[src/rtl/ship_projectile_renderer_pkg.sv]
// Shared types and sprite defaults for the player-ship projectile renderer.
package ship_projectile_pkg;

    typedef enum logic [1:0] {
        IDLE     = 2'd0,
        FLYING   = 2'd1,
        COOLDOWN = 2'd2
    } proj_state_t;

    localparam int SPRITE_W_DEF = 3;
    localparam int SPRITE_H_DEF = 8;

    typedef logic [23:0] rgb_t;

endpackage

[src/rtl/ship_projectile_renderer_pixel_pipe.sv]
// Two-stage pixel path: DrawX/DrawY -> sprite-local address (stage 1),
// sprite-table RGB -> registered pixel with opaque flag (stage 2).
module proj_pixel_pipe
    import ship_projectile_pkg::*;
#(
    parameter int SPRITE_W = SPRITE_W_DEF,
    parameter int SPRITE_H = SPRITE_H_DEF
) (
    input  logic       Clk,
    input  logic       Reset_n,
    input  logic [9:0] DrawX,
    input  logic [9:0] DrawY,
    input  logic [9:0] PosX,
    input  logic [9:0] PosY,
    input  logic       Active,
    input  rgb_t       SpriteRgb,
    output logic [9:0] SpriteX,
    output logic [9:0] SpriteY,
    output rgb_t       PixelRgb,
    output logic       PixelValid
);

    logic [9:0] dx;
    logic [9:0] dy;
    logic       inBox;
    logic       inBoxQ;
    logic       opaque;

    // Sprite-local offsets; a draw position left of/above the shot wraps large and falls outside the box.
    always_comb begin
        dx     = DrawX - PosX;
        dy     = DrawY - PosY;
        inBox  = Active && (dx < 10'(SPRITE_W)) && (dy < 10'(SPRITE_H));
        opaque = inBoxQ && (SpriteRgb != '0);
    end

    // Stage 1: register the sprite-table address, parked at 0 outside the box.
    always_ff @(posedge Clk or negedge Reset_n) begin
        if (!Reset_n) begin
            SpriteX <= '0;
            SpriteY <= '0;
            inBoxQ  <= 1'b0;
        end else begin
            SpriteX <= inBox ? dx : 10'd0;
            SpriteY <= inBox ? dy : 10'd0;
            inBoxQ  <= inBox;
        end
    end

    // Stage 2: register the sampled colour; black texels count as transparent.
    always_ff @(posedge Clk or negedge Reset_n) begin
        if (!Reset_n) begin
            PixelRgb   <= '0;
            PixelValid <= 1'b0;
        end else begin
            PixelRgb   <= opaque ? SpriteRgb : '0;
            PixelValid <= opaque;
        end
    end

endmodule

[src/rtl/ship_projectile_renderer.sv]
// Player-ship projectile: fire/fly/cooldown FSM, per-frame motion and the
// sprite pixel pipeline.
// Build option: PROJ_AUTOFIRE_EN makes Fire level-sensitive (held Fire
// relaunches after cooldown); by default only a rising edge of Fire launches.
//
// state    | meaning
// IDLE     | no shot on screen, waiting for an accepted fire
// FLYING   | shot in flight, moves up SPEED pixels per frame tick
// COOLDOWN | shot retired, counting frame ticks before fire is re-armed
module ship_projectile_renderer
    import ship_projectile_pkg::*;
#(
    parameter int SPRITE_W        = SPRITE_W_DEF,
    parameter int SPRITE_H        = SPRITE_H_DEF,
    parameter int SPEED           = 4,
    parameter int NOSE_OFFSET     = 1,
    parameter int COOLDOWN_FRAMES = 2
) (
    input  logic       Clk,
    input  logic       Reset_n,
    input  logic       frame_clk,
    input  logic       Fire,
    input  logic       Hit,
    input  logic [9:0] ShipX,
    input  logic [9:0] ShipY,
    input  logic [9:0] DrawX,
    input  logic [9:0] DrawY,
    output logic [9:0] SpriteX,
    output logic [9:0] SpriteY,
    input  logic [7:0] SpriteR,
    input  logic [7:0] SpriteG,
    input  logic [7:0] SpriteB,
    output logic [7:0] PixelR,
    output logic [7:0] PixelG,
    output logic [7:0] PixelB,
    output logic       PixelValid,
    output logic       Active,
    output logic [9:0] PosX,
    output logic [9:0] PosY
);

    proj_state_t state;
    proj_state_t nextState;
    logic        frameClkD;
    logic        fireD;
    logic        tick;
    logic        fireAccept;
    logic        fireGuardOk;
    logic [3:0]  cooldownCnt;
    rgb_t        pixelRgb;

    // Frame tick and fire qualification.
    always_comb begin
        tick        = frame_clk & ~frameClkD;
        fireGuardOk = (ShipY >= 10'(SPRITE_H)) && (ShipX >= 10'(NOSE_OFFSET));
`ifdef PROJ_AUTOFIRE_EN
        fireAccept  = Fire;
`else
        fireAccept  = Fire & ~fireD;
`endif
    end

    // State register.
    always_ff @(posedge Clk or negedge Reset_n) begin
        if (!Reset_n) state <= IDLE;
        else          state <= nextState;
    end

    // Next-state logic; Hit takes priority over a coincident tick.
    always_comb begin
        nextState = state;
        case (state)
            IDLE:     if (fireAccept && fireGuardOk) nextState = FLYING;
            FLYING: begin
                if (Hit)                                nextState = COOLDOWN;
                else if (tick && (PosY < 10'(SPEED)))   nextState = COOLDOWN;
            end
            COOLDOWN: if (tick && (cooldownCnt == 4'd1)) nextState = IDLE;
            default:  nextState = IDLE;
        endcase
    end

    // Output decode.
    always_comb begin
        Active = (state == FLYING);
    end

    // Edge registers, projectile position and cooldown counter.
    always_ff @(posedge Clk or negedge Reset_n) begin
        if (!Reset_n) begin
            frameClkD   <= 1'b0;
            fireD       <= 1'b0;
            PosX        <= '0;
            PosY        <= '0;
            cooldownCnt <= '0;
        end else begin
            frameClkD <= frame_clk;
            fireD     <= Fire;
            if (state == IDLE && nextState == FLYING) begin
                PosX <= ShipX - 10'(NOSE_OFFSET);
                PosY <= ShipY - 10'(SPRITE_H);
            end else if (state == FLYING && !Hit && tick && (PosY >= 10'(SPEED))) begin
                PosY <= PosY - 10'(SPEED);
            end
            if (state != COOLDOWN && nextState == COOLDOWN)
                cooldownCnt <= 4'(COOLDOWN_FRAMES);
            else if (state == COOLDOWN && tick)
                cooldownCnt <= cooldownCnt - 4'd1;
        end
    end

    proj_pixel_pipe #(
        .SPRITE_W (SPRITE_W),
        .SPRITE_H (SPRITE_H)
    ) uPixelPipe (
        .Clk        (Clk),
        .Reset_n    (Reset_n),
        .DrawX      (DrawX),
        .DrawY      (DrawY),
        .PosX       (PosX),
        .PosY       (PosY),
        .Active     (Active),
        .SpriteRgb  ({SpriteR, SpriteG, SpriteB}),
        .SpriteX    (SpriteX),
        .SpriteY    (SpriteY),
        .PixelRgb   (pixelRgb),
        .PixelValid (PixelValid)
    );

    assign {PixelR, PixelG, PixelB} = pixelRgb;

endmodule
[config.mk]
export PLATFORM = sky130hd
export DESIGN_NAME = ship_projectile_renderer
export DESIGN_NICKNAME = d
export VERILOG_FILES = /design/src/rtl/ship_projectile_renderer_pkg.sv /design/src/rtl/ship_projectile_renderer_pixel_pipe.sv /design/src/rtl/ship_projectile_renderer.sv
export SDC_FILE = /design/constraint.sdc
export NUM_CORES = 1
export LEC_CHECK = 0
export ABC_AREA = 1
export CORE_UTILIZATION = 47
export DETAILED_ROUTE_END_ITERATION = 7
export GPL_TIMING_DRIVEN = 0
export HOLD_SLACK_MARGIN = 0.15
export PLACE_DENSITY_LB_ADDON = 0.08
export RECOVER_POWER = 100
export SYNTH_ARGS = -nofsm -noshare
export SYNTH_HDL_FRONTEND = slang
export SYNTH_SLANG_ARGS = --single-unit
[constraint.sdc]
create_clock -name Clk -period 2.18 [get_ports Clk]
set_input_delay 0.327 -clock Clk [delete_from_list [all_inputs] [get_ports Clk]]
set_output_delay 0.327 -clock Clk [all_outputs]
set_load 0.02 [all_outputs]
* After elaboration in Yosys (flattened, before gate mapping)
Cells that the tools add are included.
Word-level totals: bits in registers 74, output and inout bits 66, word-level logic and storage cells 63
Cells by class: $add $sub $neg 6, order comparisons 6, equality and inequality tests 6, multiplexer cells 12, bitwise operators 4, reductions and logical operators 18
Operator list (count):
- 2-to-1 mux 10 bit | 4
- 2-to-1 mux 24 bit | 1
- nonzero test 24 bit | 1
- subtractor 10 bit | 2
- logical AND 1 bit | 13
- >= comparator 10 x 1 -> 1 bit (second input constant) | 1
- >= comparator 10 x 3 -> 1 bit (second input constant) | 1
- >= comparator 10 x 4 -> 1 bit (second input constant) | 1
- less-than comparator 10 x 2 -> 1 bit (second input constant) | 1
- less-than comparator 10 x 3 -> 1 bit (second input constant) | 1
- less-than comparator 10 x 4 -> 1 bit (second input constant) | 1
- subtractor 10 x 1 -> 10 bit (second input constant) | 1
- subtractor 10 x 3 -> 10 bit (second input constant) | 1
- subtractor 10 x 4 -> 10 bit (second input constant) | 1
- 2-to-1 mux 2 bit | 4
- 2-to-1 mux 4 bit | 2
- case mux 2 bit (3 select lines) | 1
- == test 2 x 1 -> 1 bit (second input constant) | 2
- == test 2 bit (second input constant) | 2
- == test 4 x 1 -> 1 bit (second input constant) | 1
- nonzero test 2 bit | 2
- subtractor 4 x 1 -> 4 bit (second input constant) | 1
- AND 1 bit | 2
- logical NOT 2 bit | 1
- other kinds (3) | 4

* Longest topological paths before layout
word-level depth 9, depth in mapped cells 14

* Modules after synthesis
From an unflattened synthesis, not the netlist that was laid out.
Unflattened totals: cell total of the unflattened synthesis 584, area, all modules 4362.9 sq um
Modules (own cells, without submodules):
- proj_pixel_pipe | times used 1, cells each 326, area an instance 2519.9 sq um, sequential area each 1151.1 sq um
- ship_projectile_renderer | times used 1, cells each 258, area an instance 1843.0 sq um, sequential area each 700.7 sq um

* Worst setup path before layout
Ideal clock, no wire load.
path type reg2reg, start point register PosX[0], end point register uPixelPipe.SpriteX[0], data arrival time 1917 ps, required time 2106 ps, setup slack 189 ps, stages on the path, launching flop included 14, path buffers 0, period minus slack after synthesis 1991 ps, cell sequence dfrtp_1 ha_1 fa_1 inv_1 nand3_1 nand2_1 nand2_1 nand2_1 nand3_1 nor2_1 nand3_1 nor2_2 nand4_2 nor2_1
Between the ends: cells in the longest elaborated chain, start to end 5
RTL lines:
- start: declaration | line ship_projectile_renderer.sv:38 | output logic [9:0] PosX,
- start signal: assignment | line ship_projectile_renderer.sv:100 | PosX <= ShipX - 10'(NOSE_OFFSET);
- subtractor 10 bit * | line ship_projectile_renderer_pixel_pipe.sv:31 | dx = DrawX - PosX;
- less-than comparator 10 x 2 -> 1 bit | line ship_projectile_renderer_pixel_pipe.sv:33 | inBox = Active && (dx < 10'(SPRITE_W)) && (dy < 10'(SPRITE_H));
- logical AND 1 bit (2 in series) | line ship_projectile_renderer_pixel_pipe.sv:33
- 2-to-1 mux 10 bit * | line ship_projectile_renderer_pixel_pipe.sv:44 | SpriteX <= inBox ? dx : 10'd0;
- end signal: assignment | line ship_projectile_renderer_pixel_pipe.sv:44
- end: declaration | line ship_projectile_renderer_pixel_pipe.sv:17 | output logic [9:0] SpriteX,
Every way passes the cells marked *; elsewhere a longest branch is shown, timed or not. A chain may end at the register's enable or synchronous reset.

* Worst setup path after layout
start point input ShipX[0], end point register PosX[7]
Between the ends: cells in the longest elaborated chain, start to end 7, elaborated cells on any way between the ends 8
RTL lines:
- start: declaration | line ship_projectile_renderer.sv:24 | input logic [9:0] ShipX,
- >= comparator 10 x 1 -> 1 bit | line ship_projectile_renderer.sv:55 | fireGuardOk = (ShipY >= 10'(SPRITE_H)) && (ShipX >= 10'(NOSE_OFFSET));
- logical AND 1 bit | line ship_projectile_renderer.sv:55
- logical AND 1 bit | line ship_projectile_renderer.sv:73 | IDLE: if (fireAccept && fireGuardOk) nextState = FLYING;
- 2-to-1 mux 2 bit | line ship_projectile_renderer.sv:73
- case mux 2 bit (3 select lines) | line ship_projectile_renderer.sv:72 | case (state)
- == test 2 x 1 -> 1 bit | line ship_projectile_renderer.sv:99 | if (state == IDLE && nextState == FLYING) begin
- logical AND 1 bit | line ship_projectile_renderer.sv:99
Several ways; a longest one is shown, not always the timed one.

==> results.cfg <==
[status]
outcome = finished, final reports clean

[route]
num_vias = 3925
first_pass_iters = 4
first_iter_violations = 162
vias_per_cell = 4.99
drt_wl_total_um = 10600
drcViolationCount = 0
wl_per_cell_um = 13.4
ant_nets = 0

[placed_design]
hpwlAfterDp_um = 8080
post_dp_cell_area_mm2 = 0.00568
pre_cts_slack_ps = -444
gp_congestion = 0.865
port_buffers = 134
place_inst = 764

[worst_setup_path]
worstPathCellList = dlygate4sd3_1 -> inv_1 -> ha_1 -> inv_1 -> nor4_1 -> nand3_1 -> nand3_1 -> buf_2 -> buf_2 -> o21ai_0
cp-end-kind = flip-flop
cp.buffers_inverters = 5
crit-reg2reg-launch = PosX[0]$_DFFE_PN0N_
cp_top_family = buffers and inverters
criticalPathCategory = in -> reg
cp.arrival_ps = 2340
critPathMaxStageDelay_ps = 570
reg2reg_slack_ps = 70
crit_path_start_kind = primary input
worstPathRequired_ps = 2400
reg2reg_depth = 10
regToRegEndpoint = uPixelPipe.SpriteY[1]$_DFF_PN0_
critPathMaxFanout = 10
slowest_stage = dlygate4sd3_1

[sta]
timing.fmax_mhz = 472
rsz0062_at_grt = true
fin_ws_ps = 61.0
worst_slew_pin_slew_ps = 994
holdWs_ps = 309
report.final.setup_viol = 0
finalCriticalPeriod_ps = 2120
hold_viol = 0
finalClockSkew_ps = 11.3
maxSlewHeadroom_pct = 33.7
slew_viol_final = 0
fin_crit_sh_pct = 97.2
tns_ps = 0

[yosys]
syn-cell-area_mm2 = 0.00413
synth_area_per_cell_um2 = 8.09
synth_flop_cell = dfrtp_1
seq_area_frac_synth_pct = 44.9
synth_area_leaders = dfrtp_1 (45%), nand2_1 (9.2%), inv_1 (8.9%), ha_1 (7.6%), nor2_1 (5.2%)
synth_cells = 510
synth_warnings = 0
ys_async_sr_fraction_pct = 100
ys_types = 34
synthDominantCellAreaShare_pct = 44.9
synth_edf_count = 0
ys_ff_latch = 74
synth_top_area_cell = dfrtp_1

[grt]
grt_pass1_vias = 3847
grt_max_degree = 74
grt_pass1_wl_um = 17200
grt_overflow = 0
antenna_found_initial = 0
track_usage_pct = 24.5

[min_path]
hp-class = in -> async

[clocking]
cts_tree = yes
cts_sinks = 74
clock_latency_ps = 340
htree_levels = 3
clk_transition_reported_paths_ps = 80
clk_path_buf_depth = 2
cts_buffers = 9
cts.root.buffer_cell = clkbuf_8

[finish]
syn2layout_area_growth_pct = 45.0
layout.cells.non_filler = 787
postLayoutCellArea_mm2 = 0.00598
finalCoreUtilization_pct = 71.8
drive_gt1_share_pct = 9.09
antennaDiodeCount = 0
final_nets = 773

[pwr]
leakagePower_nw = 3.12
power_mw = 6.06
power_density_mw_per_mm2 = 1010
vdd_drop_max_uv = 652

[floorplan]
die_area_mm2 = 0.00916
core_area_mm2 = 0.00834
pin_count = 135
die-width_um = 95.7
rows = 33
start_util_pct = 49.5
die_h_um = 95.7

[run]
max_cap_viol_count = 0
worst register-to-register path, delay by kind of cell (launching register included):
kind            cells  cell delay (ps)
simple gates        7              830
fa+ha+maj           2              730
flops               1              430
compound gates      1               60
placed cells by master (no fill, tap or decap), drive strengths merged, types with 2 or more instances in the layout:
cell type      count
nand2            107
inv               99
dfrtp             74
dlygate4sd3       68
clkdlybuf4s50     65
nor2              61
nand3             32
ha                25
o21ai             23
nand4             16
clkbuf            16
conb              15
xnor2             13
xor2              12
nor4              10
buf                9
a21oi              6
nor3               4
clkinv             4
nand3b             3
a31oi              3
o211ai             3
or2                2
o221ai             2
fa                 2
clkinvlp           2
cell type report:
cell class	instances	area (um2)
multi-input combinational	343	2000
clock buffer	10	128
sequential	74	1850
inverter	100	375
timing repair buffer	142	1400
buffer	7	30.0
tap	105	131
fill	659	2360
clock inverter	6	67.6
power breakdown:
part | internal [mW] | switching [mW] | total [mW] | leakage (nW)
combinational | 1.32 | 1.84 | 3.17 | 2.08
sequential | 1.61 | 0.230 | 1.84 | 0.951
clock | 0.531 | 0.524 | 1.06 | 0.0925
total | 3.47 | 2.60 | 6.06 | 3.12
cells by family after synthesis:
logic type	share of synthesized area [%]
adders and majority gates	8.55
AOI/OAI and AO/OA	5.31
xor gates and xnor gates	5.31
other	0.0909
and+or+nand+nor	25.9
DFF	44.9
buffers and inverters	9.98
layer usage:
metal	wire length (um)	part of all wire [%]	GRT usage, %
met1	4430	42	31.7
met2	5020	48	42.3
met3	910	8.6	4.11
met4	200	1.9	7.09
met5	0	0	0
flip-flops by register name, summed over array words and instances (netlist names):
name	cells
fireD	1
uPixelPipe.SpriteY	10
state	2
uPixelPipe.SpriteX	10
uPixelPipe.PixelValid	1
uPixelPipe.PixelRgb	24
frameClkD	1
PosX	10
PosY	10
uPixelPipe.inBoxQ	1
cooldownCnt	4
Yosys cell counts, drive strengths merged (2+ instances only):
cell,instances
a21oi,6
a31oi,3
buf,6
dfrtp,74
fa,2
ha,25
inv,99
nand2,107
nand3,32
nand3b,3
nand4,16
nor2,61
nor3,4
nor4,10
o211ai,3
o21ai,23
o221ai,2
or2,2
xnor2,13
xor2,12
how the worst max path moves through the flow:
stage	slack, ps	cells after the start	from	end
floorplan	190	13	PosX[0]$_DFFE_PN0N_	uPixelPipe.SpriteX[0]$_DFF_PN0_
finish	60	10	ShipX[0]	PosX[7]$_DFFE_PN0N_
global placement	-1710	1	Reset_n	PosY[6]$_DFFE_PN0P_
global route	-130	12	PosY[7]$_DFFE_PN0P_	uPixelPipe.SpriteY[1]$_DFF_PN0_
CTS	-20	10	PosX[0]$_DFFE_PN0N_	uPixelPipe.SpriteX[1]$_DFF_PN0_
detailed placement	-440	12	DrawX[0]	uPixelPipe.SpriteY[1]$_DFF_PN0_
repair_timing:
action | in CTS | in global routing
pin swaps | 8 | 7
hold buffers | 1 | 0
gates resized for setup | 9 | 18
setup endpoints to repair | 6 | 6
hold endpoints to repair | 74 | 0
buffers inserted | 1 | 5
(Power assumes the default switching activity.)
